File: src/rtl/sound_mixer.sv
// Output audio stage: resamples the voice onto a fixed-rate strobe, removes DC,
// applies master volume with timed fades and per-channel gains with saturation.
module sound_mixer #(
  parameter int CLK_DIV = 250
) (
  input  logic               clk,
  input  logic               reset,
  input  logic [3:0]         addr,
  input  logic [7:0]         data_in,
  input  logic               write,
  input  logic signed [11:0] audio_in,
  output logic signed [15:0] audio_l,
  output logic signed [15:0] audio_r,
  output logic               out_valid,
  output logic               fading
);

  function automatic logic signed [15:0] sat16(input logic signed [17:0] v);
    if (v > 18'sd32767) return 16'sh7FFF;
    else if (v < -18'sd32768) return 16'sh8000;
    else return v[15:0];
  endfunction

  localparam logic [15:0] LAST = 16'(CLK_DIV - 1);

  logic [15:0]        r_cnt;
  logic               w_strobe;
  logic [7:0]         r_cur_vol, r_tgt_vol, r_g_l, r_g_r, r_rate, r_fade_cnt;
  logic               r_mute, r_dc_en;
  logic               r_v0, r_v1, r_v2;
  logic signed [15:0] r_x, r_y, r_vol_out;
  logic signed [23:0] r_acc;

  assign w_strobe = (r_cnt == 16'd0);
  assign fading   = (r_cur_vol != r_tgt_vol);

  always_ff @(posedge clk) begin
    if (reset) r_cnt <= '0;
    else if (r_cnt == LAST) r_cnt <= '0;
    else r_cnt <= r_cnt + 16'd1;
  end

  // Fade stepping happens on output pulses; register writes below override it.
  logic [8:0] w_cnt_inc;
  logic       w_step;
  logic [7:0] w_vol_stepped;
  assign w_cnt_inc     = {1'b0, r_fade_cnt} + 9'd1;
  assign w_step        = out_valid && fading && (w_cnt_inc >= {1'b0, r_rate});
  assign w_vol_stepped = (r_cur_vol < r_tgt_vol) ? r_cur_vol + 8'd1 : r_cur_vol - 8'd1;

  always_ff @(posedge clk) begin
    if (reset) begin
      r_cur_vol  <= 8'd255;
      r_tgt_vol  <= 8'd255;
      r_g_l      <= 8'd128;
      r_g_r      <= 8'd128;
      r_rate     <= 8'd0;
      r_fade_cnt <= 8'd0;
      r_mute     <= 1'b0;
      r_dc_en    <= 1'b1;
    end else begin
      if (out_valid && fading) begin
        if (w_step) begin
          r_cur_vol  <= w_vol_stepped;
          r_fade_cnt <= 8'd0;
        end else begin
          r_fade_cnt <= w_cnt_inc[7:0];
        end
      end
      if (write) begin
        case (addr)
          4'd0: begin
            r_cur_vol  <= data_in;
            r_tgt_vol  <= data_in;
            r_fade_cnt <= 8'd0;
          end
          4'd1: r_g_l <= data_in;
          4'd2: r_g_r <= data_in;
          4'd3: begin
            r_tgt_vol  <= data_in;
            r_fade_cnt <= 8'd0;
            r_cur_vol  <= (r_rate == 8'd0) ? data_in : r_cur_vol;
          end
          4'd4: begin
            r_rate     <= data_in;
            r_fade_cnt <= 8'd0;
          end
          4'd5: begin
            r_mute  <= data_in[0];
            r_dc_en <= data_in[1];
          end
          default: ;
        endcase
      end
    end
  end

  logic signed [15:0] w_m, w_y;
  logic signed [16:0] w_diff;
  logic signed [24:0] w_prod_v;
  assign w_m      = r_acc[23:8];
  assign w_diff   = 17'(r_x) - 17'(w_m);
  assign w_y      = r_dc_en ? sat16(18'(w_diff)) : r_x;
  assign w_prod_v = 25'(r_y) * 25'($signed({1'b0, r_cur_vol}));

  logic [7:0]         w_gain [2];
  logic signed [15:0] w_chan [2];
  assign w_gain[0] = r_g_l;
  assign w_gain[1] = r_g_r;

  for (genvar gi = 0; gi < 2; gi++) begin : g_chan
    logic signed [24:0] w_prod;
    assign w_prod     = 25'(r_vol_out) * 25'($signed({1'b0, w_gain[gi]}));
    assign w_chan[gi] = r_mute ? 16'sd0 : sat16(18'(w_prod >>> 7));
  end

  // One stage per cycle behind the strobe; valid bits flush on reset.
  always_ff @(posedge clk) begin
    if (reset) begin
      r_v0      <= 1'b0;
      r_v1      <= 1'b0;
      r_v2      <= 1'b0;
      out_valid <= 1'b0;
      r_x       <= '0;
      r_y       <= '0;
      r_vol_out <= '0;
      r_acc     <= '0;
      audio_l   <= '0;
      audio_r   <= '0;
    end else begin
      r_v0      <= w_strobe;
      r_v1      <= r_v0;
      r_v2      <= r_v1;
      out_valid <= r_v2;
      if (w_strobe) r_x <= {audio_in, 4'b0000};
      if (r_v0) begin
        r_y <= w_y;
        if (r_dc_en) r_acc <= r_acc + 24'(w_y);
      end
      if (r_v1) r_vol_out <= 16'(w_prod_v >>> 8);
      if (r_v2) begin
        audio_l <= w_chan[0];
        audio_r <= w_chan[1];
      end
    end
  end

endmodule

File: config.mk
export PLATFORM = sky130hd
export DESIGN_NAME = sound_mixer
export DESIGN_NICKNAME = d
export VERILOG_FILES = /design/src/rtl/sound_mixer.sv
export SDC_FILE = /design/constraint.sdc
export NUM_CORES = 1
export LEC_CHECK = 0
export CORE_MARGIN = 2
export CORE_UTILIZATION = 30
export CTS_CLUSTER_DIAMETER = 150
export DETAILED_ROUTE_END_ITERATION = 10
export DONT_BUFFER_PORTS = 1
export PLACE_DENSITY = 0.51
export SKIP_LAST_GASP = 1
export SYNTH_ARGS = -nofsm -noshare
export SYNTH_HDL_FRONTEND = slang
export SYNTH_SLANG_ARGS = --single-unit
File: constraint.sdc
create_clock -name clk -period 7.7 [get_ports clk]
set_input_delay 1.155 -clock clk [delete_from_list [all_inputs] [get_ports clk]]
set_output_delay 1.155 -clock clk [all_outputs]
set_load 0.005 [all_outputs]
==> out/metrics.yaml, run 1 <==
status: "finished clean"
grt_first_pass_wirelength_um: 86850
die_w_um: 274.3
globalRouteTotalUtil_pct: 14.44
antenna_found_initial: 0
max_freq_ghz: 0.1564
skew_ns: 0.01833
timing.rr.end: "audio_r[14]$_SDFFE_PP0P_"
reg2reg_from: "r_g_r[2]$_SDFFE_PP0P_"
hold_violations: 0
core_area_sq_mm: 0.07259
crit_type: "register to register"
drt_iter0_markers: 737
place_congestion: 0.8252
hold_start: "r_acc[4]$_SDFFE_PP0P_"
vias: 16320
clock_path_buffers: 2
finalCritPeriodShare_pct: 83.01
cts_sinks: 170
setup_viol: 0
cp_common_cell: "fa_1"
synth_seq_cells: 170
startpoint_type: "register"
critPathMaxStageDelay_ns: 0.72
layout_common_cells: "inv_1, fa_1, nand2_1"
p_leak_nw: 11.56
endpoint_kind: "register"
synth_edf_count: 0
antenna_cells: 0
tns_ns: 0
ir_worst_vdd_v: 0.0002616
cts_root_buf: "clkbuf_16"
worst_path_max_delay_cell: "dfxtp_1"
cts.repair.resized: 0
min_path_cells: 2
synthesis.nets: 3115
cts_hold_buf: 0
grt_max_degree: 126
finalInstanceArea_sq_mm: 0.02342
cts_buffers: 17
areaGrowthSynthToFinish_pct: 6.850
p_total_mw: 6.813
die_area_sq_mm: 0.07524
wl_um: 52070
crit_fanout: 17
finalMaxSlewViolations: 0
io_buffers: 0
final_common_cell: "inv_1"
tritoncts: "built"
die_y_um: 274.3
multi_input_area_sq_mm: 0.01639
max_cap_viol_count: 0
synthArstFlopShare_pct: 0
nNetsFinal: 3046
drive_gt1_share_pct: 2.330
postRouteAntennaNets: 0
cp.required_ns: 8.11
io_pins: 61
fillers: 7694
mappedNetlistArea_sq_mm: 0.02192
seq_area_frac_synth_pct: 15.53
netlist_instances: 2588
crit_chain: "nand2_1 > fa_1 > inv_1 > fa_1 > inv_1 > fa_1 > fa_1 > inv_1 > ha_1 > o21a_1 > o2111ai_1 > o22ai_1 > or3_1 > a31o_2 > o41ai_2 > o21ai_1 > xnor2_1 > o2111ai_1 > nand3_1"
cp_data_arrival_time_ns: 6.80
drc_errors: 0
vias_per_cell: 4.675
postCtsSetupBuffers: 0
avgSynthCellArea_sq_um: 8.469
clk_pin_slew_ns: 0.08
min_to: "r_acc[4]$_SDFFE_PP0P_"
tightest_slew_ns: 1.095
power_density_mw_per_mm2: 290.9
firstDrtPassIters: 5
yosysWarnings: 0
rsz0062_at_grt: "no"
wl_per_cell_um: 14.91
regArea_sq_mm: 0.003403
ys_types: 69
ys.flop_type: "dfxtp_1"
fp-row-count: 99
reg2reg_setup_slack_ns: 1.31
grt_pass1_vias: 16880
clk-insertion-delay-late_ns: 0.50
hold_class: "register to register"
fin_crit_ns: 6.392
grt.overflow.total: 0
reg2regPathDepth: 19
ctsHtreeMaxLevel: 4
dpl_cell_area_sq_mm: 0.02282
start_util_pct: 30.19
dp_hpwl_um: 40690
slew_headroom_pct: 26.81
[state kept, by name (all words and copies together) (netlist names), 8 cells and up]
signal / count
r_g_l: 8
r_cnt: 16
audio_l: 16
r_cur_vol: 8
r_rate: 8
r_acc: 24
audio_r: 16
r_g_r: 8
r_tgt_vol: 8
r_y: 16
r_x: 12
r_fade_cnt: 8
r_vol_out: 16
[layer usage]
| metal | vias up | routed length (um) | global-route usage (%) |
|---|---|---|---|
| li1 | 7961 | - | - |
| met1 | 8100 | 23200 | 17.98 |
| met2 | 210 | 26600 | 25.96 |
| met3 | 51 | 1367 | 2.005 |
| met4 | 0 | 905 | 3.919 |
| met5 | - | 0 | 0 |
[cell type report]
type | instances | area share, %
repair buffers | 8 | 0.2565
well taps | 959 | 5.124
clock buffers | 17 | 1.817
inverters | 469 | 7.517
clock inverters | 15 | 0.7533
flip-flops and latches | 170 | 14.53
multi-input cells | 1853 | 70.00
[critical path: cells and delay by family, from the launching register on]
family                     cells  cell delay (ns)
and+or+nand+nor                3             0.89
adders and majority gates      5             2.39
buffers and inverters          3             0.14
DFF                            1             0.72
AOI/OAI and AO/OA              7             1.88
xor gates and xnor gates       1             0.26
[through the flow]
stage / setup WS [ns] / util (%) / hold WS (ns) / cells
2_1_floorplan: 1.970 / - / 0.4345 / 2588
3_3_place_gp: 1.421 / 31.43 / 0.4434 / 3459
3_5_place_dp: 1.251 / 31.43 / 0.4422 / 3459
4_1_cts: 1.228 / 32.26 / 0.4550 / 3491
5_1_grt: 0.7020 / 32.26 / 0.4793 / 3491
6_report: 1.308 / 32.26 / 0.4597 / 3491
[where the power goes]
part | switching, mW | leakage, nW | internal, mW
logic | 2.56 | 9.89 | 2.06
registers | 0.284 | 1.38 | 0.991
clock network | 0.481 | 0.291 | 0.439
total | 3.33 | 11.6 | 3.49
[kinds of logic (layout without fill, tap and decap cells)]
| kind of cell | count (synthesis) | count (layout) | synth area share, % |
|---|---|---|---|
| simple gates | 898 | 898 | 19.93 |
| buf+inv | 565 | 509 | 9.688 |
| fa+ha+maj | 500 | 500 | 38.92 |
| compound gates | 278 | 278 | 8.495 |
| flops | 170 | 170 | 15.53 |
| xor+xnor | 116 | 116 | 4.635 |
| mux | 61 | 61 | 2.803 |
[how the worst max path moves through the flow]
| stage | startpoint | endpoint | cells past startpoint |
|---|---|---|---|
| 3_3_place_gp | r_g_r[2]$_SDFFE_PP0P_ | audio_r[14]$_SDFFE_PP0P_ | 19 |
| 3_5_place_dp | r_vol_out[5]$_SDFFE_PP0P_ | audio_r[14]$_SDFFE_PP0P_ | 19 |
| 4_1_cts | r_vol_out[5]$_SDFFE_PP0P_ | audio_r[14]$_SDFFE_PP0P_ | 19 |
| 2_1_floorplan | r_g_r[2]$_SDFFE_PP0P_ | audio_r[10]$_SDFFE_PP0P_ | 22 |
| 5_1_grt | r_g_r[2]$_SDFFE_PP0P_ | audio_r[3]$_SDFFE_PP0P_ | 19 |
| 6_report | r_g_r[2]$_SDFFE_PP0P_ | audio_r[14]$_SDFFE_PP0P_ | 19 |
[synthesized netlist by cell type (all sizes together) (4+ instances only)]
master / instances / area share (%)
a221oi: 6 / 0.27
a31o: 6 / 0.24
nor2: 190 / 3.3
nor2b: 20 / 0.61
a211oi: 19 / 0.65
o21a: 17 / 0.58
nand3b: 6 / 0.21
o41ai: 4 / 0.19
and2: 244 / 7.0
nand4: 9 / 0.26
o22ai: 6 / 0.17
xnor2: 73 / 2.9
fa: 303 / 28
a21boi: 4 / 0.14
mux2i: 58 / 2.6
ha: 197 / 11
or3: 12 / 0.34
clkbuf: 85 / 1.5
xor2: 43 / 1.7
nor3: 13 / 0.30
a21oi: 88 / 2.0
nor3b: 4 / 0.14
o21ai: 43 / 0.98
nor4: 7 / 0.20
and3: 15 / 0.43
dfxtp: 170 / 16
nand3: 52 / 1.2
a211o: 7 / 0.28
nand2: 300 / 5.1
a21o: 29 / 0.99
o32ai: 10 / 0.49
inv: 469 / 8.0
buf: 11 / 0.20
nand2b: 10 / 0.29
o21bai: 10 / 0.34
o2111ai: 4 / 0.16
Power figures use the tool's default switching activity.
==> run 2: changes to the inputs <==
Settings changed: ABC_AREA from default to 1, PLACE_DENSITY 0.51 to 0.52.
Clock period 7.7 ns to 5.4 ns, I/O delays scaled along.
==> run 2 against run 1 <==
  * Highest routed layer unchanged
  * Sequential power increased by 22%
  * Combinational power is 50% higher
  * Final area up 13%
  * Critical path type unchanged
==> out/metrics.yaml, run 2 <==
clock_path_buffers: 2  # unchanged
pre_cts_ws_ns: 0.1521  # -1.099 ns
drt_iter0_markers: 1078  # +46%
cp.required_ns: 5.81  # -2.30 ns
cp_data_arrival_time_ns: 5.49  # -1.31 ns
cts_sinks: 170  # unchanged
status: "finished clean"
synth_top_area_share_pct: 24.85  # -2.8 points
post_layout_nonfiller_instances: 4585  # +31%
max_freq_ghz: 0.1968  # +26%
die_area_sq_mm: 0.08365  # +11%
crit_fanout: 12  # -5
antenna_cells: 0  # unchanged
die_y_um: 289.2  # +5.4%
clk_pin_slew_ns: 0.07  # about the same
finalCritPeriodShare_pct: 94.12  # +11 points
setup_viol: 0  # unchanged
drc_errors: 0  # unchanged
io_buffers: 0  # unchanged
synthesis.nets: 4087  # +31%
crit_type: "register to register"
cts_root_buf: "clkbuf_16"
crit_chain: "nand2_1 > inv_1 > fa_1 > fa_1 > inv_1 > fa_1 > inv_1 > fa_1 > ha_1 > a21oi_1 > o21ai_0 > a21o_1 > a21oi_1 > o21ai_0 > o21ai_0 > buf_4 > o211ai_1 > inv_1"
critPathMaxStageDelay_ns: 0.65  # -0.07 ns
ys_top_cells_by_area: "fa_1, dfxtp_1, inv_1, nand2_1, ha_1"
ys_types: 46  # -33%
route.met2.wl_um: 31330  # +18%
ctsHtreeMaxLevel: 4  # unchanged
dpl_cell_area_sq_mm: 0.02573  # +13%
vias_per_cell: 4.474  # -4.3%
startpoint_type: "register"
synth_seq_cells: 170  # unchanged
wl_met1_um: 29220  # +26%
tns_ns: 0  # unchanged
die_w_um: 289.2  # +5.4%
yosysMostFrequentCell: "inv_1"
final_common_cell: "inv_1"
max_cap_viol_count: 0  # unchanged
areaGrowthSynthToFinish_pct: 8.110
start_util_pct: 30.30  # +0.11 points
p_total_mw: 9.829  # +44%
grt_first_pass_wirelength_um: 105500  # +21%
routed.top_layer: "met4"
finalInstanceArea_sq_mm: 0.02639  # +13%
endpoint_kind: "register"
top_register: "r_acc"
avgSynthCellArea_sq_um: 6.858  # -19%
cp_top_family: "adder cells"
dpl.cell_count: 4554  # +32%
grt_pass1_vias: 20530  # +22%
fin_crit_ns: 5.082  # -1.310 ns
rsz0062_at_grt: "no"
grt_max_degree: 58  # -54%
hold_violations: 0  # unchanged
vias: 20510  # +26%
largest_reg_flops: 24  # unchanged
power_density_mw_per_mm2: 372.5  # +28%
layout_setup_ws_ns: 0.3176  # -0.9902 ns
grt.overflow.total: 0  # unchanged
slew_headroom_pct: 36.59  # +9.8 points
p_leak_nw: 15.25  # +32%
mappedNetlistArea_sq_mm: 0.02441  # +11%
tritoncts: "built"
dp_hpwl_um: 52980  # +30%
nNetsFinal: 4041  # +33%
finalMaxSlewViolations: 0  # unchanged
drive_gt1_share_pct: 4.709  # +2.4 points
layout_common_cells: "inv_1, nand2_1, fa_1"
ir_worst_vdd_v: 0.0003326  # +27%
postRouteAntennaNets: 0  # unchanged
hold_class: "input port to register"
synthArstFlopShare_pct: 0  # unchanged
io_pins: 61  # unchanged
crit_buf_inv: 5  # +2
dr_wl_met3_um: 1454  # +6.4%
clk-insertion-delay-late_ns: 0.47  # -0.03 ns
firstDrtPassIters: 7  # +2
ys.flop_type: "dfxtp_1"
wl_per_cell_um: 13.81  # -7.4%
skew_ns: 0.01211  # -0.006230 ns
synth.largest_area_cell: "fa_1"
core_area_sq_mm: 0.08055  # +11%
yosysWarnings: 0  # unchanged
netlist_instances: 3559  # +38%
wl_um: 63330  # +22%
synth_edf_count: 0  # unchanged
tightest_slew_ns: 0.9499  # -0.1453 ns
worst_path_max_delay_cell: "dfxtp_1"
fp-row-count: 104  # +5.1%
place_congestion: 0.8918  # +8.1%
globalRouteTotalUtil_pct: 15.74  # +1.3 points
ys_top_cells_by_count: "inv_1, nand2_1, fa_1"
hold_ws_ns: 0.4201  # -0.03959 ns
finish.utilization_pct: 32.76  # +0.50 points
cts_buffers: 17  # unchanged
antenna_found_initial: 0  # unchanged
seq_area_frac_synth_pct: 13.94  # -1.6 points
run 2: cell count changes after synthesis, sizes merged, moves of 58 or more:
| cell | previous run | this run |
|---|---|---|
| nand2 | 300 | 878 |
| o21ai | 43 | 156 |
| mux2i | 58 | 0 |
| inv | 469 | 903 |
| nand3 | 52 | 110 |
| a21oi | 88 | 212 |
| and2 | 244 | 5 |
run 2: cell families (layout without fill, tap and decap cells):
kind of cell	count (synthesis)	after routing	synth area share (%)
compound gates	444	444	10.04
xor+xnor	74	74	2.655
fa+ha+maj	501	501	35.00
buf+inv	1045	1011	16.25
flops	170	170	13.94
simple gates	1325	1325	22.10
run 2: path summary, 6_finish.rpt:
| check | to | start | slack, ns | depth (start not counted) |
|---|---|---|---|---|
| max reg2reg | r_vol_out[14]$_SDFFE_PP0P_ | r_cur_vol[4]$_SDFFE_PP1P_ | 0.32 | 18 |
| min | audio_l[5]$_SDFFE_PP0P_ | reset | 0.42 | 1 |
| max | r_vol_out[14]$_SDFFE_PP0P_ | r_cur_vol[4]$_SDFFE_PP1P_ | 0.32 | 18 |
| min reg2reg | r_tgt_vol[0]$_SDFFE_PP1P_ | r_tgt_vol[0]$_SDFFE_PP1P_ | 0.47 | 2 |
run 2: worst reg2reg max path: cells and delay by family, from the launching register on:
family	cells	cell delay [ns]
adders and majority gates	5	2.28
AOI/OAI and AO/OA	7	1.52
DFF	1	0.65
buffers and inverters	5	0.47
and+or+nand+nor	1	0.11
run 2: final cells by class:
class | instances | area [sq um]
Clock buffer | 24 | 511.7
Clock inverter | 7 | 105.1
Fill cell | 8810 | 54160
Inverter | 907 | 3405
Multi-Input combinational cell | 2344 | 17060
Sequential cell | 170 | 3422
Tap cell | 1060 | 1326
Timing Repair Buffer | 73 | 560.5
run 2: per-layer routing:
| layer | global-route usage [%] | vias to the layer above |
|---|---|---|
| li1 | - | 10550 |
| met5 | 0 | - |
| met4 | 4.291 | 0 |
| met3 | 1.591 | 50 |
| met2 | 28.00 | 222 |
| met1 | 20.19 | 9690 |
run 2: what timing repair did:
| item | CTS | global route |
|---|---|---|
| endpoints found under the setup margin | 0 | 32 |
| buffers inserted | 0 | 0 |
| resized for setup | 0 | 23 |
| hold buffers | 0 | 0 |
run 2: power breakdown:
| group | switching (mW) | internal [mW] | leakage (nW) |
|---|---|---|---|
| combinational | 4.43 | 2.51 | 13.6 |
| sequential | 0.189 | 1.37 | 1.39 |
| clock | 0.575 | 0.760 | 0.301 |
